## src/rtl/pcm_pkg.sv

```systemverilog
// Shared types and constants for the PCM frame feeder path.
package pcm_pkg;

    localparam int unsigned SAMPLE_W    = 16;
    localparam int unsigned FRAME_BITS  = 32;
    localparam int unsigned FRAME_CNT_W = $clog2(FRAME_BITS);

    typedef struct packed {
        logic [SAMPLE_W-1:0] left;
        logic [SAMPLE_W-1:0] right;
    } stereo_sample_t;

    // True on the last bit of a frame, where the serializer loads its shift register.
    function automatic logic is_load_cycle(input logic [FRAME_CNT_W-1:0] cnt);
        return cnt == FRAME_CNT_W'(FRAME_BITS - 1);
    endfunction

endpackage

```

## src/rtl/pcm_sync_fifo.sv

```systemverilog
// Single-clock FIFO with a separate occupancy counter; head is read combinationally.
module pcm_sync_fifo
    import pcm_pkg::*;
#(
    parameter int unsigned DEPTH  = 8,
    parameter type         data_t = stereo_sample_t
) (
    input  logic                    bit_clock_in,
    input  logic                    rst_active_high,
    input  logic                    push,
    input  data_t                   push_data,
    input  logic                    pop,
    output data_t                   head,
    output logic                    full,
    output logic                    empty,
    output logic [$clog2(DEPTH):0]  level
);

    localparam int unsigned PTR_W = $clog2(DEPTH);
    localparam int unsigned LVL_W = PTR_W + 1;

    data_t             mem [DEPTH];
    logic [PTR_W-1:0]  wr_ptr;
    logic [PTR_W-1:0]  rd_ptr;
    logic [LVL_W-1:0]  level_q;
    logic              do_push;
    logic              do_pop;

    assign full    = (level_q == LVL_W'(DEPTH));
    assign empty   = (level_q == '0);
    assign do_push = push & ~full;
    assign do_pop  = pop & ~empty;
    assign head    = mem[rd_ptr];
    assign level   = level_q;

    // Pointers wrap naturally; level tracks occupancy so full and empty stay unambiguous.
    always_ff @(posedge bit_clock_in) begin
        if (rst_active_high) begin
            wr_ptr  <= '0;
            rd_ptr  <= '0;
            level_q <= '0;
        end else begin
            if (do_push) begin
                wr_ptr <= wr_ptr + PTR_W'(1);
            end
            if (do_pop) begin
                rd_ptr <= rd_ptr + PTR_W'(1);
            end
            case ({do_push, do_pop})
                2'b10:   level_q <= level_q + LVL_W'(1);
                2'b01:   level_q <= level_q - LVL_W'(1);
                default: level_q <= level_q;
            endcase
        end
    end

    always_ff @(posedge bit_clock_in) begin
        if (do_push) begin
            mem[wr_ptr] <= push_data;
        end
    end

endmodule

```

## src/rtl/pcm_frame_feeder.sv

```systemverilog
// Stereo sample FIFO plus frame pacer feeding the PCM serializer, one sample per 32-bit frame.
// Build option PCM_FEEDER_HOLD_LAST_EN: repeat the last sample on underflow instead of sending silence.
module pcm_frame_feeder
    import pcm_pkg::*;
#(
    parameter int unsigned DEPTH = 8,
    parameter int unsigned CNT_W = 16
) (
    input  logic                    bit_clock_in,
    input  logic                    rst_active_high,
    input  logic [15:0]             in_left,
    input  logic [15:0]             in_right,
    input  logic                    in_valid,
    output logic                    in_ready,
    output logic [15:0]             pcm_data_left,
    output logic [15:0]             pcm_data_right,
    output logic                    pcm_data_valid,
    output logic                    frame_strobe,
    output logic [$clog2(DEPTH):0]  fifo_level,
    output logic [CNT_W-1:0]        underflow_count
);

    logic [FRAME_CNT_W-1:0] frame_cnt;
    stereo_sample_t         in_sample;
    stereo_sample_t         fifo_head;
    logic                   fifo_full;
    logic                   fifo_empty;
    logic                   fifo_push;
    logic                   fifo_pop;
    logic                   load;
    logic                   underflow;
    logic [SAMPLE_W-1:0]    left_d;
    logic [SAMPLE_W-1:0]    right_d;
    logic                   valid_d;
    logic [CNT_W-1:0]       underflow_d;

    assign in_sample.left  = in_left;
    assign in_sample.right = in_right;

    // Frame counter free-runs from reset so it stays aligned with the serializer's bit counter.
    always_ff @(posedge bit_clock_in) begin
        if (rst_active_high) begin
            frame_cnt <= '0;
        end else begin
            frame_cnt <= frame_cnt + FRAME_CNT_W'(1);
        end
    end

    assign frame_strobe = is_load_cycle(frame_cnt);
    assign load         = frame_strobe;
    assign in_ready     = ~fifo_full;
    assign fifo_push    = in_valid & in_ready;
    assign fifo_pop     = load & ~fifo_empty;
    assign underflow    = load & fifo_empty;

    pcm_sync_fifo #(
        .DEPTH  (DEPTH),
        .data_t (stereo_sample_t)
    ) u_fifo (
        .bit_clock_in    (bit_clock_in),
        .rst_active_high (rst_active_high),
        .push            (fifo_push),
        .push_data       (in_sample),
        .pop             (fifo_pop),
        .head            (fifo_head),
        .full            (fifo_full),
        .empty           (fifo_empty),
        .level           (fifo_level)
    );

    // Next presented sample: only the load edge may change it.
    always_comb begin
        left_d      = pcm_data_left;
        right_d     = pcm_data_right;
        valid_d     = pcm_data_valid;
        underflow_d = underflow_count;
        if (fifo_pop) begin
            left_d  = fifo_head.left;
            right_d = fifo_head.right;
            valid_d = 1'b1;
        end else if (underflow) begin
`ifdef PCM_FEEDER_HOLD_LAST_EN
            left_d  = pcm_data_left;
            right_d = pcm_data_right;
            valid_d = pcm_data_valid;
`else
            left_d  = '0;
            right_d = '0;
            valid_d = 1'b0;
`endif
            if (underflow_count != '1) begin
                underflow_d = underflow_count + CNT_W'(1);
            end
        end
    end

    always_ff @(posedge bit_clock_in) begin
        if (rst_active_high) begin
            pcm_data_left   <= '0;
            pcm_data_right  <= '0;
            pcm_data_valid  <= 1'b0;
            underflow_count <= '0;
        end else begin
            pcm_data_left   <= left_d;
            pcm_data_right  <= right_d;
            pcm_data_valid  <= valid_d;
            underflow_count <= underflow_d;
        end
    end

endmodule
```

## config.mk

```make
export PLATFORM = sky130hd
export DESIGN_NAME = pcm_frame_feeder
export DESIGN_NICKNAME = d
export VERILOG_FILES = /design/src/rtl/pcm_pkg.sv /design/src/rtl/pcm_sync_fifo.sv /design/src/rtl/pcm_frame_feeder.sv
export SDC_FILE = /design/constraint.sdc
export NUM_CORES = 1
export LEC_CHECK = 0
export CAP_MARGIN = 15
export CORE_UTILIZATION = 55
export DETAILED_ROUTE_END_ITERATION = 6
export PLACE_DENSITY_LB_ADDON = 0.12
export SETUP_SLACK_MARGIN = 0.15
export SLEW_MARGIN = 20
export SYNTH_ARGS = -nofsm -noshare
export SYNTH_HDL_FRONTEND = slang
export SYNTH_SLANG_ARGS = --single-unit
```

## constraint.sdc

```tcl
create_clock -name bit_clock_in -period 5.4 [get_ports bit_clock_in]
set_input_delay 0.81 -clock bit_clock_in [delete_from_list [all_inputs] [get_ports bit_clock_in]]
set_output_delay 0.81 -clock bit_clock_in [all_outputs]
set_load 0.05 [all_outputs]
```

## Yosys cells after proc, flatten, opt, wreduce, memory -nomap -nowiden

Memories as Yosys holds them, arrays and structs flattened. A register that Yosys moved wholly into a read port is not among the register bits.
Cells that the tools add are included.

| cells by class | value |
|---|---|
| $add $sub $neg | 6 |
| equality and inequality tests | 5 |
| reductions and logical operators | 4 |
| mux-type cells | 10 |
| bitwise logic cells | 8 |

Operator list:

| operator | number |
|---|---|
| 2-to-1 mux 16 bit | 3 |
| adder 16 x 1 -> 16 bit, second input constant | 1 |
| != test 16 bit, second input constant | 1 |
| one-hot mux 4 bit (2 select lines) | 1 |
| adder 3 x 1 -> 3 bit, second input constant | 2 |
| 2-to-1 mux 3 bit | 2 |
| adder 5 x 1 -> 5 bit, second input constant | 1 |
| bitwise AND 1 bit | 5 |
| equality test 5 bit, second input constant | 1 |
| adder 4 x 1 -> 4 bit, second input constant | 1 |
| equality test 4 bit, second input constant | 1 |
| logical NOT 4 bit | 1 |
| 2-to-1 mux 1 bit | 4 |
| nonzero test 2 bit | 2 |
| subtractor 4 x 1 -> 4 bit, second input constant | 1 |
| inverter 1 bit | 3 |
| AND reduction 3 bit | 1 |
| equality test 2 x 1 -> 1 bit, second input constant | 1 |
| equality test 2 bit, second input constant | 1 |

| word-level totals | value |
|---|---|
| memory bits (writable) | 256 |
| output and inout port bits | 55 |
| flip-flop bits (word level) | 64 |
| memories kept | 1 |
| word-level logic and storage cells | 42 |

Memories:

| memory | depth | bits a word | read ports | clocked after Yosys merged registers in | wr ports | line | RTL |
|---|---|---|---|---|---|---|---|
| u_fifo.mem | 8 | 32 | 1 | 1 | 1 | pcm_sync_fifo.sv:22 | `data_t mem [DEPTH];` |

## Longest topological paths before layout

Gate-level depths: netlist (run 1).

| logic depth | value |
|---|---|
| depth after elaboration | 6 |
| gate-level depth with buffers | 13 |
| mapped depth without buffers | 12 |

## Modules after synthesis

Synthesis (run 1) repeated with hierarchy kept, for this count alone.

| second synthesis, totals | value |
|---|---|
| cell total of the unflattened synthesis | 678 |
| area, all modules | 12796.0 um^2 |

By module, submodules not included:

| module | times used | area each (um^2) | cells an instance | seq. area each (um^2) |
|---|---|---|---|---|
| pcm_sync_fifo | 1 | 10582.6 | 444 | 7947.6 |
| pcm_frame_feeder | 1 | 2213.4 | 234 | 1081.0 |

## Worst setup path after synthesis (run 1)

OpenSTA, ideal clock, no wires.

| timing path | value |
|---|---|
| path kind | reg-to-reg |
| start point | register u_fifo.level_q[0], in the netlist u_fifo.level[0] |
| end point | memory u_fifo.mem[0][0] in the netlist's numbering (enable) |
| stages on the path, launching flop included | 5 |
| path slack | 0.405 ns |
| data arrival time | 4.494 ns |
| period minus slack after synthesis | 4.995 ns |
| setup time | 0.501 ns |
| path buffers | 1 |
| required time | 4.899 ns |
| cells stage by stage | dfxtp_1 -> or4b_2 -> buf_2 -> nand2_4 -> nor4_1 |

| between the ends | value |
|---|---|
| word-level cells in the longest chain between the ends | 6 |

Ends and longest elaborated chain:

| what | line | RTL |
|---|---|---|
| start: declaration | pcm_sync_fifo.sv:25 | `logic [LVL_W-1:0] level_q;` |
| start signal: assignment | pcm_sync_fifo.sv:50 | `2'b10: level_q <= level_q + LVL_W'(1);` |
| start signal: assignment | pcm_sync_fifo.sv:51 | `2'b01: level_q <= level_q - LVL_W'(1);` |
| start signal: assignment | pcm_sync_fifo.sv:52 | `default: level_q <= level_q;` |
| equality test 4 bit * | pcm_sync_fifo.sv:29 | `assign full = (level_q == LVL_W'(DEPTH));` |
| inverter 1 bit * | pcm_frame_feeder.sv:51 | `assign in_ready = ~fifo_full;` |
| named net in_ready | pcm_frame_feeder.sv:14 | `output logic in_ready,` |
| bitwise AND 1 bit | pcm_frame_feeder.sv:52 | `assign fifo_push = in_valid & in_ready;` |
| bitwise AND 1 bit * | pcm_sync_fifo.sv:31 | `assign do_push = push & ~full;` |
| 2-to-1 mux 1 bit * | pcm_sync_fifo.sv:58 | `if (do_push) begin` |
| 2-to-1 mux 1 bit (implied by the code) * | pcm_sync_fifo.sv:59 | `mem[wr_ptr] <= push_data;` |
| end: declaration | pcm_sync_fifo.sv:22 |  |

Mark *: on every way through the listed nets, which the timed path passes. The rest lies on a longest branch.

## Worst setup path after layout (run 1)

| timing path | value |
|---|---|
| start point | register frame_cnt[0] |
| end point | output frame_strobe |

| between the ends | value |
|---|---|
| word-level cells in the longest chain between the ends | 1 |

Ends and longest elaborated chain:

| what | line | RTL |
|---|---|---|
| start: declaration | pcm_frame_feeder.sv:23 | `logic [FRAME_CNT_W-1:0] frame_cnt;` |
| start signal: assignment | pcm_frame_feeder.sv:45 | `frame_cnt <= frame_cnt + FRAME_CNT_W'(1);` |
| equality test 5 bit | pcm_pkg.sv:15 | `return cnt == FRAME_CNT_W'(FRAME_BITS - 1);` |
| end: declaration | pcm_frame_feeder.sv:18 | `output logic frame_strobe,` |

Every way passes these cells.

==> metrics list, run 1 <==
- The clock arrives with 0.0139 ns of skew.
- Count of endpoints failing hold in the final timing report: 0
* Clock-pin slew on the worst setup and hold paths: 0.06 ns
- Die Width: 151 microns
* Synthesized area per cell: 18.2 sq um
- Headroom to the max-slew limit came out at 28.3%.
- Site Rows: 54
* Hold WC Path Type: flop to flop
- 0 antenna diodes ended up in the layout.
- Cell variety after synth: 45
- CP Capture Type: primary output
- Number of nets in the final layout: between 800 and 900
- For this run, the top clock speed supported by timing is 0.298 GHz.
* Worst slack at placement: 2.23 ns
* Number of warnings reported in the yosys synthesis log: 0
- Count of buffers added by post-CTS timing repair for setup: 0
- For this configuration, the core starts out at a cell density of a little under three fifths.
* Total CTS buffers: 31
* Number of antenna violations at the first check in global routing: 1
- Violation count after the first detailed-route iteration: 416
* PostCTS Resize Cnt: 0
* Pwr per Cell Area: 351 nW/um^2
- Share of post-route cells with drive strength above 1: a little under a fifth
- Std-Cell Core Area: about 22000 sq um
- Biggest area contributors in the synthesized netlist: edfxtp_1 63%, mux4_2 12%, dfxtp_1 11%, mux2i_1 2.7%, o21ai_0 1.5%
* Worst Hold Slack: 0.447 ns
* Setup repair after global routing missed its margin: false
- The filler cells instantiated in the layout total 1457.
* Endpoint arrival time on the critical path: 2.55 ns
- Pins over their slew limit: 0
- The worst path in the final design needs a cycle of approximately 3.4 ns, including I/O delays and setup.
* Routed Antenna Nets: 0
* Vias per inst: just under 6
- Of all nets on the critical path, the largest fanout is 9.
* Synthesis-to-layout area growth: 18.8%
* Root Buffer Master: clkbuf_16
* Number of maximum-capacitance violations: 0
* Routed len/inst: 20.9 microns
- The congestion estimate from routability-driven global placement came to between 0.8 and 0.9.
- The final critical path takes up slightly above 60% of the cycle.
* First-pass GRT wire length: between 30000 and 40000 microns
- STA classifies the critical path startpoint as a flop.
- Proportion of synthesized chip area in sequential cells: 73.7%
- CTS sink count: between 300 and 400
* Sum of negative setup slack: 0 ns
* Top Ports: 90
- Data required, critical path: 4.59 ns
* Largest stage delay on the critical path: 0.90 ns
* TritonCTS clock tree: yes
- The die covers 22900 sq um.
* Placed Instances: 1016
* Hold bufs inserted after CTS: 0
* Asr flop ratio synth: 0%
- Worst setup path category: flop to primary output
- The worst-case IR drop observed on VDD is 236 uV.
* Number of buffers added on ports: 89
- In the synthesized netlist the dominant register cell turns out to be edfxtp_1.
- The first TritonRoute pass finished after 4 iterations.
- The detailed router placed 6282 vias in this run.
* Total global routing track utilization: about a fifth
* Mapped Cells: 671
- After detailed routing, the total wire length is 22400 microns.
* Final cell count without fillers: 1075
- CTS max path bufs: 3
- Count of final setup violators: 0
- The slowest stage of the critical path is the clkdlybuf4s50_1 cell.
- In the post-route analysis, the smallest setup slack over all paths is 2.04 ns.
- The flow ran to the end, and the final reports show no timing, DRC or antenna violations.
- Worst-skew pair later-pin latency: between 0.5 and 0.6 ns
- Mapped cell area: 12200 sq um
- The largest total area in the synthesized netlist belongs to edfxtp_1.
- In the post-synthesis netlist, the cell with the most instances is edfxtp_1.
* Number of enable-type register cells in the synthesized netlist: between 200 and 300
* Floorplan die height: 151 microns
- After synthesis, the largest area contributor takes up ~63% of total cell area.
* DP HPWL: 13000 microns
* Library cell appearing most often on the critical path: ha_1
- Mapped Nets: 714
- Most common library cells after synthesis: 256 x edfxtp_1, 67 x dfxtp_1, 64 x mux4_2
- The via count of the first global-routing pass came to 6385.
- In this run the number of H-tree levels came out at 1.
* Number of register bits inferred by synthesis: 323
* Ordered list of cells on the worst path: ha_1, and3_1, ha_1, clkdlybuf4s50_1
- For the pin with the worst max-slew slack, the measured transition is 1.07 ns.
* Pin count of the biggest net entering global routing: 39
- Number of design rule violations left after detail routing: 0
- Congestion Overflow GR: 0
- Summed over all cells, the static leakage comes to 4.54 nW.
## path summary, 6_finish.rpt
path / from / to / slack, ns / cells after the start
setup / recovery: frame_cnt[0]$_SDFF_PP0_ / frame_strobe / 2.04 / 4
hold / removal: frame_cnt[0]$_SDFF_PP0_ / frame_cnt[0]$_SDFF_PP0_ / 0.45 / 1
setup reg to reg: u_fifo.level[1]$_SDFFE_PP0P_ / u_fifo.level[2]$_SDFFE_PP0P_ / 2.62 / 9
hold reg to reg: frame_cnt[0]$_SDFF_PP0_ / frame_cnt[0]$_SDFF_PP0_ / 0.45 / 1
## cell type report
class / instances / area, sq um / area share (%)
tap: 280 / 350 / 2.41
clock inverter: 22 / 246 / 1.69
sequential: 323 / 9030 / 62.1
multi-input combinational: 310 / 3100 / 21.3
inverter: 3 / 11.3 / 0.0774
timing repair buffer: 101 / 1000 / 6.88
clock buffer: 36 / 805 / 5.53
## sequential cells by signal, summed over array words and instances, names as in the netlist, named ones only
register / cells
pcm_data_right: 16
pcm_data_left: 16
u_fifo.rd_ptr: 3
frame_cnt: 5
pcm_data_valid: 1
underflow_count: 16
u_fifo.wr_ptr: 3
u_fifo.mem: 256
u_fifo.level: 4
## cell families (layout without fill, tap and decap cells)
logic type      after synthesis  after routing  synth area share [%]
xor+xnor                      9              9                 0.644
flops                       323            323                  73.7
buf+inv                      38            162                  1.43
mux                         100            100                  14.7
compound gates               68             68                  3.08
simple gates                125            125                  5.55
fa+ha+maj                     8              8                 0.818
## critical path, delay by kind of cell, from the launching register on
kind          cells  cell delay (ns)
simple gates      1             0.16
buf+inv           1             0.90
flops             1             0.35
fa+ha+maj         2             0.59
## metal layers
metal	vias to the layer above	global-route usage (%)	wire, microns	part of all wire (%)
met5	-	0	0	0
met4	0	5.55	413	1.8
met3	32	3.01	950	4.2
met2	155	34.2	11400	51
met1	3206	27.9	9700	43
li1	2889	-	-	-
## where the power goes
part / total (mW) / internal, mW / switching (mW)
Clock: 2.20 / 1.31 / 0.889
Sequential: 2.75 / 2.74 / 0.0183
Combinational: 0.158 / 0.0644 / 0.0940
Total: 5.11 / 4.11 / 1.00
## per-stage QoR
step | utilization [%] | power, mW | cell area (sq um)
after floorplan | - | 2.88 | 12200
after global routing | 66.6 | 5.26 | 14500
after detailed placement | 61.7 | 2.97 | 13500
after CTS | 66.5 | 5.15 | 14500
final | 66.6 | 5.11 | 14500
after global placement | 61.7 | 2.96 | 13500
## placed cells by master (no fill, tap or decap), drive strengths merged, types with 10 or more instances in the layout
| cell | count |
|---|---|
| edfxtp | 256 |
| dfxtp | 67 |
| mux2i | 33 |
| clkbuf | 36 |
| clkdlybuf4s50 | 89 |
| nand2 | 41 |
| clkinv | 13 |
| or4 | 11 |
| o21ai | 37 |
| nand3 | 15 |
| buf | 12 |
| o31ai | 10 |
| a21oi | 17 |
| mux4 | 64 |
| nor2 | 20 |
Note: power is estimated with default switching activity, not from simulation.
==> run 2: changes to the inputs <==
clock period = 3.45 ns   (was 5.4 ns; I/O delays follow)
==> metrics list, run 2 (same netlist as run 1, synthesis figures left out) <==
* Run status: complete, no violations
- DP HPWL: 13900 microns (+6.5%)
- The number of sinks on the clock net is 323 (unchanged).
* Setup repair after global routing missed its margin: false
- TritonCTS built the clock tree.
* Worst slew margin relative to its limit: 36.0% (+7.8 points)
- The final estimated routing congestion in global placement came to 0.814 (+1.3%).
- Leakage dissipation: 4.66 nW (+2.6%)
- The worst setup path is of the flop to primary output kind.
* Number of buffers added on ports: 89 (unchanged)
- The routed length per placed instance was 21.8 microns (+4.6%).
- The cell depth of the worst min-delay path came to 2 (+1).
- Most common library cell in the layout ignoring fill and taps: edfxtp_1
- Worst-case register-to-register setup slack: 0.66 ns (-1.96 ns)
- Site Rows: 54 (unchanged)
* Number of design rule violations left after detail routing: 0 (unchanged)
- The worst IR drop on VDD came to 466 uV (+97%).
- Root Buffer Master: clkbuf_16
- Top Ports: 90 (unchanged)
* Slowest cell on the critical path: or4b_2
- The number of H-tree levels came to 2 (+1).
- Pin count of the biggest net entering global routing: 65 (+67%)
* PostCTS Resize Cnt: 0 (unchanged)
- Most frequent cells in the layout: 256 x edfxtp_1, 89 x clkdlybuf4s50_1, 64 x mux4_2, 64 x dfxtp_1, 39 x nand2_1
* Highest fanout seen on the critical path: 8 (-1)
* Vias post-DR: 6507 (+3.6%)
- Number of antenna violations at the first check in global routing: 1 (unchanged)
- CP Capture Type: primary output
- Total power draw: 8.33 mW (+63%)
* Hold Startpoint: pcm_data_right[10]$_SDFFE_PP0P_
- The global routing usage summed across all routing layers was 21.8% (+1.5 points).
* Worst-case reg-to-reg path depth: 9 (unchanged)
- The number of filler cells placed in the layout was 1439 (-1.2%).
* Least-Margin Pin Slew: 0.957 ns (-0.116 ns)
- Traced cell by cell, the critical path runs through or4b_2, clkdlybuf4s50_1.
- The count of buffering cells on the critical path with inverters included is 1 (unchanged).
- WHS Endpoint: pcm_data_right[10]$_SDFFE_PP0P_
* Hold bufs inserted after CTS: 0 (unchanged)
- The number of max-cap violations came to 0 (unchanged).
- Router iterations before antenna repair: 5 (+1)
* Total Routed Length: 23800 microns (+6.0%)
* Violation count after the first detailed-route iteration: 431 (+3.6%)
- Hold WC Path Type: flop to flop
- Category of cells accounting for the largest share of critical-path delay: simple AND/OR/NAND/NOR gates
- The data required time of the critical path is 2.93 ns (-1.66 ns).
- Max reg flops: 256 (unchanged)
- The clock latency on the worst-skew pair is 0.51 ns (-0.04 ns).
- The total count of hold-check failures in the final report was 0 (unchanged).
- Count of buffers added by post-CTS timing repair for setup: 0 (unchanged)
* Total die area: 22900 sq um (unchanged)
- The effective utilization at floorplan is 56.1% (unchanged).
* Top reg by flops: u_fifo.mem
* Share of post-route cells with drive strength above 1: 20.0% (+1.3 points)
- Floorplan die height: 151 microns (unchanged)
* First-pass GRT wire length: 36800 microns (+5.3%)
* CTS max path bufs: 3 (unchanged)
- The horizontal die dimension is 151 microns (unchanged).
- Pins over their slew limit: 0 (unchanged)
* Total CTS buffers: 34 (+9.7%)
- Endpoint arrival time on the critical path: 2.46 ns (-0.09 ns)
- The power density of the placed cells is 564 nW/um^2 (+61%).
* Count of final setup violators: 0 (unchanged)
- Clock-pin slew on the worst setup and hold paths: 0.06 ns (about the same)
- Vias per inst: 5.98 (+2.3%)
- The number of nets in the finished design was 826 (+1.6%).
- The area of the core is 21800 sq um (unchanged).
* Largest stage delay on the critical path: 0.79 ns (-0.11 ns)
- Synthesis-to-layout area growth: 20.7%
* Final worst path period need: approximately 3.0 ns
- The clock tree skew after final layout was 0.0148 ns (+0.000930 ns).
* Vias in the first global route: 6711 (+5.1%)
- Routed Antenna Nets: 0 (unchanged)
- After layout, the worst path uses approximately 86% of the clock period.
- The antenna diode instance count came to 0 (unchanged).
- CP startpoint kind: flop
- In this run the critical register-to-register path is launched from u_fifo.level[0]$_SDFFE_PP0P_.
- The final core utilization is 67.7% (+1.0 points).
- R2r endpoint: u_fifo.level[2]$_SDFFE_PP0P_
- The critical path starts at u_fifo.level[0]$_SDFFE_PP0P_.
* Max Clk Rate: 0.336 GHz
- The overall overflow remaining after global route came to 0 (unchanged).
- The post-place setup slack was 0.679 ns (-1.56 ns).
* Least setup slack across all paths after layout: 0.471 ns (-1.57 ns)
-- run 2: tightest hold or removal path: cells and delay by family, from the launching register on --
kind	cells	cell delay (ns)
compound gates	1	0.05
simple gates	1	0.04
flops	1	0.32
-- run 2: area by class of cell --
| cell class | instances | area [sq um] | share of cell area (%) |
|---|---|---|---|
| sequential | 323 | 9030 | 61.2 |
| multi-input combinational | 310 | 3110 | 21.1 |
| timing repair buffer | 111 | 1080 | 7.32 |
| clock buffer | 51 | 1060 | 7.16 |
| tap | 280 | 350 | 2.37 |
| clock inverter | 11 | 126 | 0.855 |
| inverter | 3 | 11.3 | 0.0762 |
-- run 2: how the worst max path moves through the flow --
stage                                   end  slack (ns)  cells past startpoint
5_1_grt                            in_ready        0.41                      2
6_report                           in_ready        0.47                      2
3_3_place_gp    u_fifo.mem[5][11]$_DFFE_PP_        0.77                      4
4_1_cts                            in_ready        0.46                      2
2_1_floorplan    u_fifo.mem[2][0]$_DFFE_PP_       -0.70                      4
3_5_place_dp   u_fifo.level[2]$_SDFFE_PP0P_        0.68                      9
-- run 2: through the flow --
step	setup TNS [ns]	instance area (sq um)	hold slack [ns]	std cells
4_1_cts	0	14800	0.451	1089
5_1_grt	0	14800	0.465	1089
3_3_place_gp	0	13600	0.426	1027
6_report	0	14800	0.447	1089
3_5_place_dp	0	13600	0.441	1027
2_1_floorplan	-72.80	12300	0.418	671
-- run 2: metal layers --
metal  share of wire, %  global-route usage (%)  up-vias
met4                1.8                    7.85        2
met1                 42                    28.8     3371
met3                4.7                    3.58       36
met2                 51                    36.7      186
met5              0.050                       0        -
li1                   -                       -     2912
-- run 2: power by group --
group / internal, mW / switching [mW] / leakage (nW)
clock network: 2.34 / 1.42 / 0.587
logic: 0.104 / 0.155 / 1.21
registers: 4.28 / 0.0297 / 2.87
total: 6.73 / 1.60 / 4.66
